===== config.mk =====
export PLATFORM = sky130hd
export DESIGN_NAME = access_code_entry
export DESIGN_NICKNAME = d
export VERILOG_FILES = /design/src/rtl/access_pkg.sv /design/src/rtl/bcd_accumulator.sv /design/src/rtl/access_code_entry.sv
export SDC_FILE = /design/constraint.sdc
export NUM_CORES = 1
export LEC_CHECK = 0
export ABC_AREA = 1
export CAP_MARGIN = 5
export CORE_AREA = 2 2 92 103
export CTS_BUF_LIST = sky130_fd_sc_hd__clkbuf_4
export CTS_CLUSTER_SIZE = 10
export DETAILED_ROUTE_END_ITERATION = 7
export DIE_AREA = 0 0 94 105
export GPL_ROUTABILITY_DRIVEN = 0
export HOLD_SLACK_MARGIN = 0.08
export PLACE_DENSITY = 0.65
export SYNTH_ARGS = -nofsm -noshare
export SYNTH_HDL_FRONTEND = slang
export SYNTH_SLANG_ARGS = --single-unit

===== constraint.sdc =====
create_clock -name clk -period 3.3 [get_ports clk]
set_clock_uncertainty 0.15 [all_clocks]
set_input_delay 0.66 -clock clk [delete_from_list [all_inputs] [get_ports clk]]
set_output_delay 0.66 -clock clk [all_outputs]
set_load 0.02 [all_outputs]

===== src/rtl/access_pkg.sv =====
// access_pkg: shared definitions for the access keypad blocks.
// Holds the controller state encoding and the code/digit widths used by
// access_code_entry and bcd_accumulator (and later the code-provisioning block).
package access_pkg;

    typedef enum logic [2:0] {
        IDLE    = 3'd0,
        ENTRY   = 3'd1,
        CHECK   = 3'd2,
        OPEN    = 3'd3,
        FAIL    = 3'd4,
        LOCKOUT = 3'd5
    } state_t;

    localparam int CODE_W  = 12;
    localparam int DIGIT_W = 4;

    // Largest legal BCD key value; anything above is a keypad glitch.
    localparam logic [DIGIT_W-1:0] DIGIT_MAX = 4'd9;

endpackage


===== src/rtl/bcd_accumulator.sv =====
// bcd_accumulator: combinational decimal shift-in, acc_next = acc*10 + digit.
// The multiply by ten is built from two shifts so no multiplier is inferred.
// The result wraps at CODE_W bits; a 3-digit code (max 999) always fits.
// Ports:
//   acc       in  CODE_W   current accumulated value
//   digit     in  DIGIT_W  incoming decimal digit (caller guarantees 0..9)
//   acc_next  out CODE_W   acc*10 + digit, truncated
module bcd_accumulator
    import access_pkg::*;
(
    input  logic [CODE_W-1:0]  acc,
    input  logic [DIGIT_W-1:0] digit,
    output logic [CODE_W-1:0]  acc_next
);

    logic [CODE_W-1:0] digit_ext_s;

    assign digit_ext_s = {{(CODE_W-DIGIT_W){1'b0}}, digit};
    assign acc_next    = (acc << 3) + (acc << 1) + digit_ext_s;

endmodule


===== src/rtl/access_code_entry.sv =====
// access_code_entry: keypad-side writer for the employee access comparator.
// Collects decimal digits into a binary code, commits it to the comparator,
// samples the grant result, times the door-unlock window and enforces a
// lockout after MAX_FAIL consecutive failed attempts.
// Optional build macro ACCESS_FIRE_OVERRIDE_EN adds the emergency input,
// which holds the door open and forces the controller idle while asserted.
// Ports:
//   clk, rst            clock, synchronous active-high reset
//   key_valid/key_digit digit strobe and BCD value
//   key_enter/key_clear submit / discard strobes
//   emergency           (ACCESS_FIRE_OVERRIDE_EN only) fire/earthquake exit
//   grant               comparator result for access_code
//   access_code         last committed code
//   code_valid          one-cycle pulse on commit
//   door_unlock         door actuator
//   fail_alert          one-cycle pulse per failed attempt
//   locked_out          high during lockout
//   digit_count         digits accepted in the current entry
module access_code_entry
    import access_pkg::*;
#(
    parameter int NUM_DIGITS    = 3,
    parameter int OPEN_CYCLES   = 16,
    parameter int LOCK_CYCLES   = 64,
    parameter int MAX_FAIL      = 3,
    parameter int ENTRY_TIMEOUT = 32
) (
    input  logic               clk,
    input  logic               rst,
    input  logic               key_valid,
    input  logic [DIGIT_W-1:0] key_digit,
    input  logic               key_enter,
    input  logic               key_clear,
`ifdef ACCESS_FIRE_OVERRIDE_EN
    input  logic               emergency,
`endif
    input  logic               grant,
    output logic [CODE_W-1:0]  access_code,
    output logic               code_valid,
    output logic               door_unlock,
    output logic               fail_alert,
    output logic               locked_out,
    output logic [2:0]         digit_count
);

    // Timer compare points are "last cycle" values: the timer counts 0..N-1.
    localparam logic [15:0] OPEN_LAST  = 16'(OPEN_CYCLES - 1);
    localparam logic [15:0] LOCK_LAST  = 16'(LOCK_CYCLES - 1);
    localparam logic [15:0] IDLE_LAST  = 16'(ENTRY_TIMEOUT - 1);
    localparam logic [2:0]  NUM_D      = 3'(NUM_DIGITS);
    localparam logic [7:0]  FAIL_LIMIT = 8'(MAX_FAIL);

    state_t             state_r, state_s;
    logic [CODE_W-1:0]  acc_r, acc_s, acc_mul_s;
    logic [2:0]         count_r, count_s;
    logic [15:0]        timer_r, timer_s;
    logic [7:0]         fail_cnt_r, fail_cnt_s;
    logic               load_code_s;
    logic               digit_ok_s;

    logic [CODE_W-1:0]  code_r;
    logic               code_valid_r;
    logic               door_unlock_r;
    logic               fail_alert_r;
    logic               locked_out_r;

    assign digit_ok_s = key_valid && (key_digit <= DIGIT_MAX);

    bcd_accumulator u_bcd_accumulator (
        .acc      (acc_r),
        .digit    (key_digit),
        .acc_next (acc_mul_s)
    );

    // Next-state, datapath and timer update for the entry controller.
    always_comb begin
        state_s     = state_r;
        acc_s       = acc_r;
        count_s     = count_r;
        timer_s     = timer_r;
        fail_cnt_s  = fail_cnt_r;
        load_code_s = 1'b0;

        case (state_r)
            IDLE: begin
                // Clear and enter outrank a coincident digit, and both are no-ops here.
                if (key_clear || key_enter) begin
                    state_s = IDLE;
                end else if (digit_ok_s) begin
                    acc_s   = {{(CODE_W-DIGIT_W){1'b0}}, key_digit};
                    count_s = 3'd1;
                    timer_s = 16'd0;
                    state_s = ENTRY;
                end else begin
                    state_s = IDLE;
                end
            end
            ENTRY: begin
                if (key_clear) begin
                    acc_s   = '0;
                    count_s = 3'd0;
                    state_s = IDLE;
                end else if (key_enter) begin
                    acc_s   = '0;
                    count_s = 3'd0;
                    timer_s = 16'd0;
                    if (count_r == NUM_D) begin
                        load_code_s = 1'b1;
                        state_s     = CHECK;
                    end else begin
                        state_s = FAIL;
                    end
                end else if (digit_ok_s && (count_r < NUM_D)) begin
                    acc_s   = acc_mul_s;
                    count_s = count_r + 3'd1;
                    timer_s = 16'd0;
                end else if (timer_r == IDLE_LAST) begin
                    // Abandoned partial entry: discard silently.
                    acc_s   = '0;
                    count_s = 3'd0;
                    timer_s = 16'd0;
                    state_s = IDLE;
                end else begin
                    timer_s = timer_r + 16'd1;
                end
            end
            CHECK: begin
                timer_s = 16'd0;
                if (grant) begin
                    fail_cnt_s = 8'd0;
                    state_s    = OPEN;
                end else begin
                    state_s = FAIL;
                end
            end
            OPEN: begin
                if (timer_r == OPEN_LAST) begin
                    timer_s = 16'd0;
                    state_s = IDLE;
                end else begin
                    timer_s = timer_r + 16'd1;
                end
            end
            FAIL: begin
                fail_cnt_s = fail_cnt_r + 8'd1;
                timer_s    = 16'd0;
                if ((fail_cnt_r + 8'd1) >= FAIL_LIMIT) begin
                    state_s = LOCKOUT;
                end else begin
                    state_s = IDLE;
                end
            end
            LOCKOUT: begin
                if (timer_r == LOCK_LAST) begin
                    timer_s    = 16'd0;
                    fail_cnt_s = 8'd0;
                    state_s    = IDLE;
                end else begin
                    timer_s = timer_r + 16'd1;
                end
            end
            default: begin
                acc_s      = '0;
                count_s    = 3'd0;
                timer_s    = 16'd0;
                fail_cnt_s = 8'd0;
                state_s    = IDLE;
            end
        endcase

`ifdef ACCESS_FIRE_OVERRIDE_EN
        // Emergency exit overrides everything and leaves a clean idle controller.
        if (emergency) begin
            state_s     = IDLE;
            acc_s       = '0;
            count_s     = 3'd0;
            timer_s     = 16'd0;
            fail_cnt_s  = 8'd0;
            load_code_s = 1'b0;
        end else begin
            load_code_s = load_code_s;
        end
`endif
    end

    // State, datapath and registered outputs; outputs track the next state so
    // each flag is high for exactly the cycles the FSM spends in that state.
    always_ff @(posedge clk) begin
        if (rst) begin
            state_r       <= IDLE;
            acc_r         <= '0;
            count_r       <= 3'd0;
            timer_r       <= 16'd0;
            fail_cnt_r    <= 8'd0;
            code_r        <= '0;
            code_valid_r  <= 1'b0;
            door_unlock_r <= 1'b0;
            fail_alert_r  <= 1'b0;
            locked_out_r  <= 1'b0;
        end else begin
            state_r       <= state_s;
            acc_r         <= acc_s;
            count_r       <= count_s;
            timer_r       <= timer_s;
            fail_cnt_r    <= fail_cnt_s;
            code_valid_r  <= load_code_s;
            door_unlock_r <= (state_s == OPEN);
            fail_alert_r  <= (state_s == FAIL);
            locked_out_r  <= (state_s == LOCKOUT);
            // The comparator only ever sees complete, committed codes.
            if (load_code_s) begin
                code_r <= acc_r;
            end else begin
                code_r <= code_r;
            end
        end
    end

    assign access_code = code_r;
    assign code_valid  = code_valid_r;
    assign fail_alert  = fail_alert_r;
    assign digit_count = count_r;

`ifdef ACCESS_FIRE_OVERRIDE_EN
    assign door_unlock = door_unlock_r | emergency;
    assign locked_out  = locked_out_r & ~emergency;
`else
    assign door_unlock = door_unlock_r;
    assign locked_out  = locked_out_r;
`endif

endmodule


==> results of run 1 <==
cells in the mapped netlist (all sizes together):
master	instances
dfxtp	58
clkbuf	3
o21ai	30
o21bai	1
nand4	11
a21oi	42
xor2	10
nor3b	1
nand2	123
nor3	4
o22ai	1
buf	7
nand3	34
ha	23
or2	6
inv	54
a21boi	2
fa	2
xnor2	1
nor4	1
a31oi	1
nor2	75
nand3b	3
o21a	4
a22o	2
worst register-to-register path, cell delays in order, from the launching register on:
cell     delay [ns]
dfxtp_1        0.36
inv_1          0.09
fa_1           0.50
inv_1          0.07
fa_1           0.46
nand3_1        0.10
nand2_1        0.10
nand3_1        0.08
nand2_1        0.06
or2_2          0.27
nand3_1        0.07
a21oi_1        0.06
worst paths after layout:
kind                startpoint        end  depth (start not counted)
setup / recovery  key_digit[3]   acc_r[8]                         12
hold / removal       acc_r[11]  acc_r[11]                          2
setup reg to reg      acc_r[0]   acc_r[8]                         11
hold reg to reg      acc_r[11]  acc_r[11]                          2
per-layer routing:
layer | vias to the layer above | track usage, % | wire length, µm
li1 | 1689 | - | -
met3 | 9 | 3.39 | 237
met4 | 0 | 7.66 | 108
met1 | 1481 | 21.9 | 3530
met5 | - | 0 | 0
met2 | 58 | 29.7 | 3970
cell families after synthesis:
family | after synthesis | share of synthesized area (%)
AOI/OAI and AO/OA | 83 | 13.0
xor gates and xnor gates | 11 | 2.82
adders and majority gates | 25 | 9.58
buffers and inverters | 64 | 7.93
DFF | 58 | 33.9
and+or+nand+nor | 258 | 32.7
report_power, final:
group	internal (mW)	switching, mW	total [mW]	leakage (nW)
clock network	0.305	0.251	0.556	0.0798
registers	0.706	0.00634	0.712	0.468
logic	0.0403	0.0651	0.105	1.18
total	1.05	0.322	1.37	1.72
flip-flops by register name, indices dropped and copies added (netlist names):
| register | count |
|---|---|
| acc_r | 12 |
| access_code | 12 |
| code_valid | 1 |
| digit_count | 3 |
| door_unlock | 1 |
| fail_alert | 1 |
| fail_cnt_r | 8 |
| locked_out | 1 |
| state_r | 3 |
| timer_r | 16 |
final cells by class:
cell class | instances | share of cell area (%)
Multi-Input combinational cell | 377 | 50.3
Inverter | 54 | 5.13
Clock inverter | 4 | 1.74
Clock buffer | 10 | 1.90
Sequential cell | 58 | 29.4
Tap cell | 114 | 3.61
Timing Repair Buffer | 32 | 7.85
Antenna cell | 1 | 0.0633
per-stage QoR:
stage / instance area [µm²] / std cells / setup slack, ns / util, % / hold slack (ns)
after CTS: 3950 / 649 / 0.475 / 45.0 / 0.327
after detailed placement: 3810 / 635 / 0.0386 / 43.3 / 0.313
final: 3950 / 650 / 0.452 / 45.0 / 0.324
after global placement: 3810 / 635 / 0.0599 / 43.3 / 0.307
after global routing: 3950 / 650 / 0.324 / 45.0 / 0.371
after floorplan: 3420 / 499 / 0.627 / - / 0.296
==> run_results.csv, run 1 <==
group,metric,value,unit
worst_setup_path,cpMostUsedCell,"nand3_1",
cts,max-clock-path-buffers,2,
cts,htree_levels,3,
cts,postCtsHoldBufs,0,
sta,rsz0062_at_grt,"no",
status,status,"completed",
cells_and_area,multi_input_area,0.00199,mm²
sta,worstMarginPinSlew,0.476,ns
yosys,syn-instance-count,499,
sta,layout_min_cycle_time,2.85,ns
cts,cts.repair.resized,0,
worst_setup_path,critPathLaunchType,"primary input",
drt,drtPass1Iterations,4,
worst_setup_path,critical_path_class,"in2reg",
global_route,grt_antenna_before_repair,1,
cts,root_buffer,"clkbuf_4",
floorplan,io_pins,29,
drt,drc,0,
pwr,ir_worst_vdd,0.181,mV
cts,clock-sinks,58,
place,place_hpwl,6020,µm
cts,cts_tree,"yes",
flow_run,drv_cap,0,
cells_and_area,nNetsFinal,567,
floorplan,die_h,105,µm
floorplan,initial_utilization,39.0,%
yosys,syn_area_per_cell,6.86,µm²
cells_and_area,fill_cells,942,
sta,tns,0,ns
pwr,power_leakage,1.72,nW
yosys,synthTopCellsByArea,"dfxtp_1, nand2_1, ha_1",
drt,ant_nets,0,
global_route,grt_pass1_wl,14200,µm
yosys,ys_seq_area_share,33.9,%
worst_setup_path,worst_path_max_delay_cell,"fa_1",
sta,maxSlewHeadroom,68.2,%
floorplan,die_area,0.00987,mm²
floorplan,fp.dieW,94,µm
global_route,first_global_vias,3145,
pwr,finalPower,1.37,mW
floorplan,core-area,0.00878,mm²
yosys,synth_fp_nets,534,
cts,clk_pin_slew,0.10,ns
global_route,grt_start_max_net_pins,24,
sta,finalCritPeriodShare,86.3,%
worst_setup_path,reg2reg_slack,0.83,ns
yosys,synth_seq_cells,58,
cts,clk_latency,0.39,ns
worst_setup_path,path_cells,"clkdlybuf4s50_1 -> inv_1 -> fa_1 -> inv_1 -> fa_1 -> nand3_1 -> nand2_1 -> nand3_1 -> nand2_1 -> or2_2 -> nand3_1 -> a21oi_1",
cells_and_area,final_common_cell,"nand2_1",
floorplan,rows,36,
yosys,synth_area,0.00342,mm²
drt,viasPerCell,4.98,
cts,post_cts_buffers,0,
sta,fmax,351,MHz
sta,drv_slew,0,
yosys,yosysTopAreaCellShare,33.9,%
pwr,p_per_area,347,mW/mm²
drt,wl_per_cell,12.1,µm
global_route,grt_use_total,17.7,%
worst_setup_path,end_kind,"flip-flop",
worst_setup_path,crit_family,"adder cells",
cells_and_area,final_cell_mix,"nand2_1, nor2_1, dfxtp_1, inv_1, a21oi_1",
drt,drt_wl_total,7850,µm
global_route,grt_overflow_total,0,
worst_setup_path,crit_required,3.43,ns
worst_setup_path,path_buf_inv,3,
worst_setup_path,arrival,2.98,ns
sta,timing_hold_violations_final,0,
sta,setup_viol,0,
yosys,yosys.cell_types.count,35,
cells_and_area,synthToLayoutAreaGrowth,15.5,%
cts,cts_buffers,9,
yosys,yosysWarnings,0,
worst_setup_path,cp_max_fo,4,
drt,drt-initial-drc-count,121,
drt,vias,3237,
worst_setup_path,cpPeakStageDelay,0.52,ns
cells_and_area,drive_gt1_share,7.48,%
cells_and_area,register_area,0.00116,mm²
min_path,hold_class,"reg2reg",
place,io_buffers,28,
yosys,synth_top_area_cell,"dfxtp_1",
(Power assumes the default switching activity.)
==> inputs of run 2 (changes only) <==
- PLACE_DENSITY: 0.65 -> unset
- PLACE_DENSITY_LB_ADDON: unset -> 0.3
==> run 2 against run 1 <==
Compared with the run above:
- clock power is 4.3% higher
- cell area is 0.19% higher
- sequential cell count unchanged
- global-route usage fell by 0.85 points
- register-to-register slack better by 0.03 ns
- non-clock buffer count stayed put
- highest routed layer unchanged
- worst setup slack gained 0.022 ns
==> run_results.csv, run 2 (synthesis results as in run 1) <==
group,metric,value,unit
status,status,"completed",
floorplan,core-area,0.00878,mm²
cts,clock-sinks,58,
global_route,met1_usage,20.5,%
cts,clk_pin_slew,0.11,ns
cells_and_area,largest_reg_flops,16,
sta,layout_min_cycle_time,2.83,ns
global_route,grt_antenna_before_repair,1,
cts,cts_buffers,9,
drt,viasPerCell,4.90,
global_route,grt.busiest_layer,"met2",
worst_setup_path,reg2reg_slack,0.86,ns
min_path,hold_class,"reg2reg",
pwr,power_leakage,1.73,nW
pwr,p_int,1.05,mW
worst_setup_path,path_cells,"clkdlybuf4s50_1 -> inv_1 -> fa_1 -> inv_1 -> fa_1 -> nand3_1 -> nand2_1 -> nand3_1 -> nand2_1 -> or2_2 -> nand3_1 -> a21oi_1",
pwr,clkPwrFrac,41.5,%
global_route,grt_overflow_total,0,
sta,timing_hold_violations_final,0,
pwr,ir_worst_vdd,0.159,mV
sta,drv_slew,0,
worst_setup_path,critPathLaunchType,"primary input",
worst_setup_path,cpMostUsedCell,"nand3_1",
sta,fmax,354,MHz
worst_setup_path,cpPeakStageDelay,0.53,ns
cells_and_area,final_common_cell,"nand2_1",
cts,htree_levels,3,
drt,drc,0,
floorplan,die_area,0.00987,mm²
global_route,gr-usage-met3,3.32,%
cts,max-clock-path-buffers,2,
place,place_hpwl,5800,µm
worst_setup_path,end_kind,"flip-flop",
sta,tns,0,ns
sta,setup_viol,0,
sta,setup_slack,0.474,ns
worst_setup_path,cp_max_fo,4,
worst_setup_path,cp.depth,12,
sta,maxSlewHeadroom,67.8,%
global_route,grtUsageMet2,28.5,%
cts,clk_latency,0.42,ns
cells_and_area,largest_register,"timer_r",
global_route,grt_pass1_wl,13400,µm
cells_and_area,synthToLayoutAreaGrowth,15.7,%
drt,vias,3194,
drt,ant_nets,0,
worst_setup_path,rr_worst_depth,11,
floorplan,initial_utilization,39.0,%
worst_setup_path,arrival,2.98,ns
cts,postCtsHoldBufs,0,
floorplan,rows,36,
sta,worstMarginPinSlew,0.482,ns
sta,finalCritPeriodShare,85.6,%
cts,post_cts_buffers,0,
worst_setup_path,crit_required,3.46,ns
place,pre_cts_slack,0.0335,ns
pwr,p_per_area,353,mW/mm²
worst_setup_path,path_buf_inv,3,
sta,rsz0062_at_grt,"no",
floorplan,die_h,105,µm
cells_and_area,final_cell_mix,"nand2_1, nor2_1, dfxtp_1, inv_1, a21oi_1",
place,io_buffers,28,
floorplan,io_pins,29,
flow_run,drv_cap,0,
pwr,pwr-share-seq,51.0,%
min_path,hold_path_depth,2,
pwr,p_comb_share,7.5,%
drt,wl_per_cell,11.8,µm
drt,drt_wl_total,7710,µm
cts,cts.repair.resized,0,
pwr,p_sw,0.351,mW
cells_and_area,nNetsFinal,567,
cts,root_buffer,"clkbuf_4",
drt,drtPass1Iterations,4,
floorplan,fp.dieW,94,µm
drt,drt-initial-drc-count,118,
cells_and_area,drive_gt1_share,7.82,%
pwr,swShare,25.1,%
worst_setup_path,crit_family,"adder cells",
global_route,grt_start_max_net_pins,24,
worst_setup_path,worst_path_max_delay_cell,"fa_1",
global_route,grt_use_total,16.9,%
cts,cts_tree,"yes",
worst_setup_path,critical_path_class,"in2reg",
global_route,first_global_vias,3033,
[run 2: cell types whose count changed in the layout (fill, tap and decap cells not counted)]
cell	delta
clkbuf_4	-1
clkinv_2	+3
[run 2: worst register-to-register path, cell delays in order (launching register included)]
cell,delay (ns)
dfxtp_1,0.36
inv_1,0.09
fa_1,0.48
inv_1,0.07
fa_1,0.45
nand3_1,0.11
nand2_1,0.09
nand3_1,0.08
nand2_1,0.06
or2_2,0.27
nand3_1,0.07
a21oi_1,0.06
[run 2: layout make-up]
class | instances | area, µm²
multi-input combinational | 377 | 1990
inverter | 54 | 203
fill | 897 | 4820
clock buffer | 9 | 67.6
timing repair buffer | 32 | 310
clock inverter | 7 | 83.8
tap | 114 | 143
antenna | 1 | 2.50
sequential | 58 | 1160
[run 2: worst paths after layout]
path,from,to
max,key_digit[3],acc_r[8]
min,acc_r[11],acc_r[11]
max reg2reg,acc_r[2],acc_r[8]
min reg2reg,acc_r[11],acc_r[11]
[run 2: layer usage]
| layer | vias up | wire length, µm |
|---|---|---|
| li1 | 1693 | - |
| met4 | 0 | 113 |
| met1 | 1446 | 3560 |
| met2 | 47 | 3770 |
| met5 | - | 0 |
| met3 | 8 | 264 |
[run 2: power by group through the flow]
stage / clock, mW / combinational, mW / sequential [mW]
final: 0.580 / 0.105 / 0.712
after global routing: 0.631 / 0.120 / 0.714
after CTS: 0.598 / 0.106 / 0.712
after detailed placement: 0 / 0.105 / 0.728
after global placement: 0 / 0.104 / 0.728
after floorplan: 0 / 0.0731 / 0.728
[run 2: stage by stage]
| stage | instance area [µm²] | hold slack (ns) | total power, mW | cells | utilization [%] |
|---|---|---|---|---|---|
| 2_1_floorplan | 3420 | 0.296 | 0.801 | 499 | - |
| 5_1_grt | 3960 | 0.368 | 1.46 | 652 | 45.1 |
| 6_report | 3960 | 0.333 | 1.40 | 652 | 45.1 |
| 3_3_place_gp | 3810 | 0.315 | 0.832 | 635 | 43.3 |
| 4_1_cts | 3960 | 0.334 | 1.42 | 651 | 45.1 |
| 3_5_place_dp | 3810 | 0.317 | 0.834 | 635 | 43.3 |
==> inputs of run 3 (changes only) <==
- CAP_MARGIN: 5 -> 10
- PLACE_DENSITY_LB_ADDON: 0.3 -> 0.25
==> run 3 against run 2 <==
Compared with the run above:
- count of clock-buffer cells in the layout rose by 3
- maximum frequency is 0.98% lower
- non-clock buffer count unchanged
- largest cell class unchanged
- power is 9.4% lower
- clock power fell by 23%
- combinational power about the same
- worst setup slack worse by 0.028 ns
- critical path depth unchanged
- sequential cell count unchanged
- global-route usage rose by 0.73 points
- first-iteration DRC count increased by 30%
==> run_results.csv, run 3 (synthesis results as in run 1) <==
group,metric,value,unit
status,status,"completed",
sta,layout_min_cycle_time,2.85,ns
floorplan,die_h,105,µm
sta,maxSlewHeadroom,61.9,%
pwr,power_leakage,1.71,nW
min_path,min-delay-start,"acc_r[11]",
floorplan,initial_utilization,39.0,%
drt,viasPerCell,5.01,
worst_setup_path,crit_required,3.44,ns
drt,drtPass1Iterations,4,
sta,finalCritPeriodShare,86.5,%
cts,root_buffer,"clkbuf_4",
worst_setup_path,arrival,2.99,ns
floorplan,fp.dieW,94,µm
min_path,hold_class,"reg2reg",
drt,drc,0,
pwr,p_per_area,323,mW/mm²
cts,clock-sinks,58,
cells_and_area,largest_reg_flops,16,
worst_setup_path,cp_max_fo,4,
cells_and_area,synthToLayoutAreaGrowth,14.4,%
place,io_buffers,28,
worst_setup_path,end_kind,"flip-flop",
worst_setup_path,critPathLaunch,"key_digit[3]",
global_route,grt_overflow_total,0,
worst_setup_path,rr_worst_depth,11,
min_path,holdPathEnd,"acc_r[11]",
cells_and_area,nNetsFinal,567,
min_path,hold_path_depth,2,
floorplan,die_area,0.00987,mm²
sta,rsz0062_at_grt,"no",
global_route,grt_antenna_before_repair,0,
sta,fin_worst_hold_slack,0.325,ns
cts,post_cts_buffers,0,
cts,clk_latency,0.40,ns
worst_setup_path,r2r_end,"acc_r[8]",
worst_setup_path,critPathLaunchType,"primary input",
drt,drt_wl_total,7940,µm
cts,htree_levels,3,
cells_and_area,final_common_cell,"nand2_1",
drt,wl_per_cell,12.2,µm
sta,worstMarginPinSlew,0.572,ns
cts,cts_tree,"yes",
cts,cts.repair.resized,0,
drt,ant_nets,0,
flow_run,drv_cap,0,
sta,setup_viol,0,
cells_and_area,drive_gt1_share,7.82,%
worst_setup_path,r2r_start,"acc_r[0]",
global_route,grt_pass1_wl,14100,µm
cts,postCtsHoldBufs,0,
floorplan,rows,36,
drt,vias,3259,
worst_setup_path,reg2reg_slack,0.81,ns
cells_and_area,post-route-util,44.6,%
worst_setup_path,critical_path_class,"in2reg",
global_route,first_global_vias,3154,
sta,fmax,350,MHz
sta,tns,0,ns
global_route,grt_use_total,17.6,%
sta,timing_hold_violations_final,0,
cts,cts_buffers,9,
cells_and_area,final_cell_mix,"nand2_1, nor2_1, dfxtp_1, inv_1, a21oi_1",
pwr,ir_worst_vdd,0.133,mV
drt,drt-initial-drc-count,153,
floorplan,io_pins,29,
floorplan,core-area,0.00878,mm²
place,place_hpwl,5860,µm
sta,drv_slew,0,
cts,clk_pin_slew,0.10,ns
global_route,grt_start_max_net_pins,24,
cells_and_area,largest_register,"timer_r",
cells_and_area,antenna_cells,0,
cts,max-clock-path-buffers,2,
-- run 3: cell count changes in the layout (fill, tap and decap cells not counted) --
cell	before	now
bufinv_16	2	0
clkbuf_4	9	12
clkinv_2	4	3
diode_2	1	0
-- run 3: layout make-up --
type | count | area [µm²]
clock buffer | 12 | 90.1
fill | 931 | 4870
multi-input combinational | 377 | 1990
sequential | 58 | 1160
tap | 114 | 143
clock inverter | 4 | 18.8
inverter | 54 | 203
timing repair buffer | 32 | 310
-- run 3: per-stage QoR --
step	std cells	worst slack, ns	power (mW)	cell area, µm²
finish	651	0.446	1.27	3920
global route	651	0.287	1.33	3920
CTS	651	0.466	1.28	3920
detailed placement	635	0.0331	0.834	3810
global placement	635	0.0477	0.833	3810
floorplan	499	0.627	0.801	3420
-- run 3: critical path, cell delays in order --
cell             delay [ns]
clkdlybuf4s50_1        0.48
inv_1                  0.07
fa_1                   0.53
inv_1                  0.06
fa_1                   0.45
nand3_1                0.10
nand2_1                0.10
nand3_1                0.09
nand2_1                0.06
or2_2                  0.27
nand3_1                0.07
a21oi_1                0.06
-- run 3: worst max path at each step --
stage               end  slack, ns  cells after the start
5_1_grt        acc_r[8]       0.29                     12
3_3_place_gp   acc_r[8]       0.05                     12
6_report       acc_r[8]       0.45                     12
2_1_floorplan  acc_r[8]       0.63                     11
4_1_cts        acc_r[8]       0.47                     12
3_5_place_dp   acc_r[8]       0.03                     12
-- run 3: where the power goes --
part / leakage [nW] / switching [mW] / internal [mW]
clock: 0.0685 / 0.273 / 0.175
sequential: 0.468 / 0.00644 / 0.706
combinational: 1.18 / 0.0648 / 0.0403
-- run 3: metal layers --
| layer | global-route usage [%] | part of all wire (%) |
|---|---|---|
| met1 | 22.3 | 49 |
| met2 | 29.2 | 47 |
| met3 | 3.75 | 2.5 |
| met4 | 6.52 | 1.8 |
| met5 | 0 | 0 |
